`config.mk`:
```
export PLATFORM = sky130hd
export DESIGN_NAME = noc_local_inject_arbiter
export DESIGN_NICKNAME = d
export VERILOG_FILES = /design/src/rtl/noc_local_inject_arbiter.sv
export SDC_FILE = /design/constraint.sdc
export NUM_CORES = 1
export LEC_CHECK = 0
export ABC_AREA = 1
export CORE_MARGIN = 5
export CORE_UTILIZATION = 46
export DETAILED_ROUTE_END_ITERATION = 10
export PLACE_DENSITY = 0.84
export SYNTH_ARGS = -nofsm -noshare
export SYNTH_HDL_FRONTEND = slang
export SYNTH_SLANG_ARGS = --single-unit
```
`constraint.sdc`:
```
create_clock -name clock -period 2.4 [get_ports clock]
set_clock_uncertainty 0.1 [all_clocks]
set_input_delay 0.6 -clock clock [delete_from_list [all_inputs] [get_ports clock]]
set_output_delay 0.6 -clock clock [all_outputs]
set_load 0.01 [all_outputs]
```
`src/rtl/noc_local_inject_arbiter.sv`:
```
// Packet-atomic round-robin arbiter sharing one router LOCAL input port
// among NREQ flit sources under the router credit handshake.
module noc_local_inject_arbiter #(
   parameter int NREQ     = 4,
   parameter int TAM_FLIT = 16
) (
   input  logic                     clock,
   input  logic                     reset,
   input  logic [NREQ-1:0]          req_i,
   input  logic [NREQ-1:0]          valid_i,
   input  logic [NREQ*TAM_FLIT-1:0] flit_i,
   output logic [NREQ-1:0]          ack_o,
   output logic [NREQ-1:0]          grant_o,
   output logic                     rx_o,
   output logic [TAM_FLIT-1:0]      data_o,
   input  logic                     credit_i,
   output logic                     busy_o
);

   localparam int PW = $clog2(NREQ);

   typedef enum logic [1:0] {IDLE, HEADER, SIZE, PAYLOAD} state_t;

   state_t              state, state_nxt;
   logic [NREQ-1:0]     grant_nxt;
   logic [PW-1:0]       ptr, ptr_nxt, gidx, pick;
   logic                found;
   logic [TAM_FLIT-1:0] cnt, cnt_nxt, flit;
   logic                xfer;
   int                  idx;

   // grant_o is one-hot, so a plain priority encode yields the owner index
   always_comb begin
      gidx = '0;
      for (int k = 0; k < NREQ; k++)
         if (grant_o[k]) gidx = PW'(k);
   end

   assign flit   = flit_i[int'(gidx)*TAM_FLIT +: TAM_FLIT];
   assign busy_o = (state != IDLE);
   assign rx_o   = busy_o && valid_i[gidx];
   assign data_o = busy_o ? flit : '0;
   assign xfer   = rx_o && credit_i;
   assign ack_o  = xfer ? grant_o : '0;

   // first pending requester at or after ptr, in circular order
   always_comb begin
      found = 1'b0;
      pick  = '0;
      idx   = 0;
      for (int i = 0; i < NREQ; i++) begin
         idx = int'(ptr) + i;
         if (idx >= NREQ) idx = idx - NREQ;
         if (!found && req_i[idx]) begin
            found = 1'b1;
            pick  = PW'(idx);
         end
      end
   end

   always_comb begin
      state_nxt = state;
      grant_nxt = grant_o;
      ptr_nxt   = ptr;
      cnt_nxt   = cnt;
      case (state)
         IDLE: begin
            grant_nxt = '0;
            if (found) begin
               grant_nxt = NREQ'(1) << pick;
               ptr_nxt   = (pick == PW'(NREQ-1)) ? '0 : pick + 1'b1;
               state_nxt = HEADER;
            end
         end
         HEADER: begin
            if (xfer) state_nxt = SIZE;
         end
         SIZE: begin
            if (xfer) begin
               cnt_nxt = flit;
               if (flit == '0) begin
                  state_nxt = IDLE;
                  grant_nxt = '0;
               end else begin
                  state_nxt = PAYLOAD;
               end
            end
         end
         PAYLOAD: begin
            if (xfer) begin
               cnt_nxt = cnt - 1'b1;
               if (cnt == TAM_FLIT'(1)) begin
                  state_nxt = IDLE;
                  grant_nxt = '0;
               end
            end
         end
         default: begin
            state_nxt = IDLE;
            grant_nxt = '0;
         end
      endcase
   end

   always_ff @(posedge clock) begin
      if (reset) begin
         state   <= IDLE;
         grant_o <= '0;
         ptr     <= '0;
         cnt     <= '0;
      end else begin
         state   <= state_nxt;
         grant_o <= grant_nxt;
         ptr     <= ptr_nxt;
         cnt     <= cnt_nxt;
      end
   end

endmodule
```
==> results.cfg <==
[clock_network]
clock_latency_ps = 270
cts_sinks = 24
cts_buffer_depth = 2
cts_tree = done
cts_made_buffers = 3
cts-htree-levels = 1
clkTransAtPathRegs_ps = 90
cts-root-buf = clkbuf_8
cts_hold_buf = 0

[floorplanning]
fp.dieH_um = 87.4
core_area_sq_um = 5890
io_pins = 101
dieWidth_um = 87.4
rows = 28
initial_core_util_pct = 46.9
dieArea_sq_um = 7640

[timing]
slew_headroom_pct = 67.9
drv_slew = 0
worst_slew_pin_slew_ps = 480
rsz0062_at_grt = true
final.setup.tns_ps = 0
hold_violations = 0
layout_setup_ws_ps = 4.42
timing.fmax_mhz = 417
period_minus_slack_ps = 2400
post-route-period-util_pct = 99.8
finalSetupViolCount = 0

[routing]
drt_first_pass_iters = 5
drtAntennaViolNets = 0
wl_per_cell_um = 13.6
initialDrtViolationCount = 220
num_vias = 3689
wl_um = 9780
vias_per_cell = 5.12
drc = 0

[layout]
antenna_cells = 0
drive_gt1_share_pct = 23.2
multi_input_area_sq_um = 2010
area_growth_pct = 56.5
nets = 728
postLayoutCoreUtil_pct = 73.3
fill_cells = 504
seq_area_sq_um = 485

[power_and_ir_drop]
p_leak_uw = 0.00224
ir_drop_uv = 906
powerDensity_nw_per_um2 = 1130

[critical_path]
critical-path-top-delay-family = buffers and inverters
max_stage_delay_ps = 450
slowest_stage = clkdlybuf4s50_1
cp_max_fo = 5
start_kind = input port
critical_path_depth = 6
crit_type = in -> out
cp.buffers_inverters = 3
cp-end-kind = output port
cp_data_arrival_time_ps = 1700
r2r_cells = 14
required_ps = 1700
crit_chain = clkdlybuf4s50_1, inv_1, o21ai_4, nand3_4, nor2_1, buf_2

[outcome]
status = finished, final reports clean

[logic_synthesis]
netlist_area_sq_um = 2760
ys_ff_latch = 24
synth-seq-area-share_pct = 17.4
syn_avg_cell_area_sq_um = 5.48
synthCells = 503
yosysUniqueCellTypes = 35
synth_fp_nets = 584
yosysWarnings = 0

[global_routing]
antenna_found_initial = 0
grt_util_all_layers_pct = 25.4
grt_overflow_total = 0
grt_pass1_wl_um = 15800
grt_start_max_net_pins = 22
grt_pass1_vias = 3634

[run]
maxCapViolations = 0

[placed_design]
dpl.hpwl_um = 7450
dpl_worst_slack_ps = -448
port_buffers = 100
gp_congestion = 0.898

[worst_hold_path]
min_delay_path_depth = 2
min_path_type = reg -> reg
==> synthesized netlist by cell type, drive strengths merged <==
cell    instances  area [sq um]
a211oi          1          7.51
ha              6          75.1
a21oi          31           159
and2            1          6.26
inv            65           246
nand3b         17           128
nand4           1          6.26
nor2          115           462
o211ai          6          45.0
dfxtp          24           480
nor3            2          10.0
o21ai          30           161
xor2            9          78.8
nand2         146           582
xnor2           2          17.5
nor4            2          12.5
o21a            1          7.51
nand3          21           118
buf            13           109
clkbuf          7          27.5
a31oi           3          18.8
==> worst register-to-register path: cells and delay by family, from the launching register on <==
family                   cells  cell delay [ps]
AO/OA/AOI/OAI                1               60
XOR/XNOR                     1              150
adder cells (fa/ha/maj)      1              170
buffers and inverters        2              280
flip-flops                   1              510
AND/OR/NAND/NOR              9              840
==> report_power, final <==
part           total (uW)  internal, uW  switching (uW)
Sequential            606           486             120
Clock                 279           147             133
Combinational        3990          1770            2220
==> kinds of logic after synthesis <==
group                      after synthesis  share of synthesized area (%)
AOI/OAI and AO/OA                       72                           14.5
xor gates and xnor gates                11                           3.49
adders and majority gates                6                           2.72
DFF                                     24                           17.4
and+or+nand+nor                        305                           48.0
buffers and inverters                   85                           13.9
==> layout by cell type, fill, tap and decap left out, drive strengths merged, types with 3 or more instances in the layout <==
cell / count
ha: 6
a21oi: 31
a31oi: 3
o211ai: 6
clkdlybuf4s50: 66
inv: 65
o21ai: 30
dfxtp: 24
nor2: 115
nand3: 21
nand3b: 17
dlymetal6s2s: 11
buf: 77
xor2: 9
nand2: 146
clkbuf: 7
==> stage by stage <==
stage	cell area [sq um]	hold slack [ps]	instances	total power (uW)
final	4320	402	721	4880
after global routing	4320	429	721	5330
after CTS	4180	401	716	4580
after detailed placement	4150	388	709	4340
after global placement	4150	367	709	4210
after floorplan	2760	354	503	2770
==> path summary, 6_finish.rpt <==
path                              from                       to  slack [ps]
hold reg to reg   cnt[13]$_SDFFE_PP0P_     cnt[13]$_SDFFE_PP0P_         400
setup / recovery            valid_i[2]                 ack_o[2]           4
hold / removal    cnt[13]$_SDFFE_PP0P_     cnt[13]$_SDFFE_PP0P_         400
setup reg to reg   ptr[0]$_SDFFE_PP0P_  grant_o[1]$_SDFFE_PP0P_         180
==> state kept, by name, summed over array words and instances, names as in the netlist <==
register,cells
cnt,16
grant_o,4
ptr,2
state,2
==> cell type report <==
type,count,share of cell area (%)
sequential,24,11.2
timing repair buffer,159,33.1
inverter,65,5.71
tap,75,2.17
multi-input combinational,394,46.5
clock buffer,4,1.28
==> repair_timing <==
action                     CTS  global route
setup endpoints to repair   26            26
buffers inserted             3             5
gates resized for setup     92            61
pin swaps                    9            40
==> routing by layer <==
metal	vias up	global-route usage, %	wire (um)
met2	129	49.0	5100
met3	28	3.41	532
li1	1854	-	-
met4	0	7.81	265
met5	-	0	0
met1	1678	28.2	3880
No activity file was read; power rests on OpenSTA's default activity.
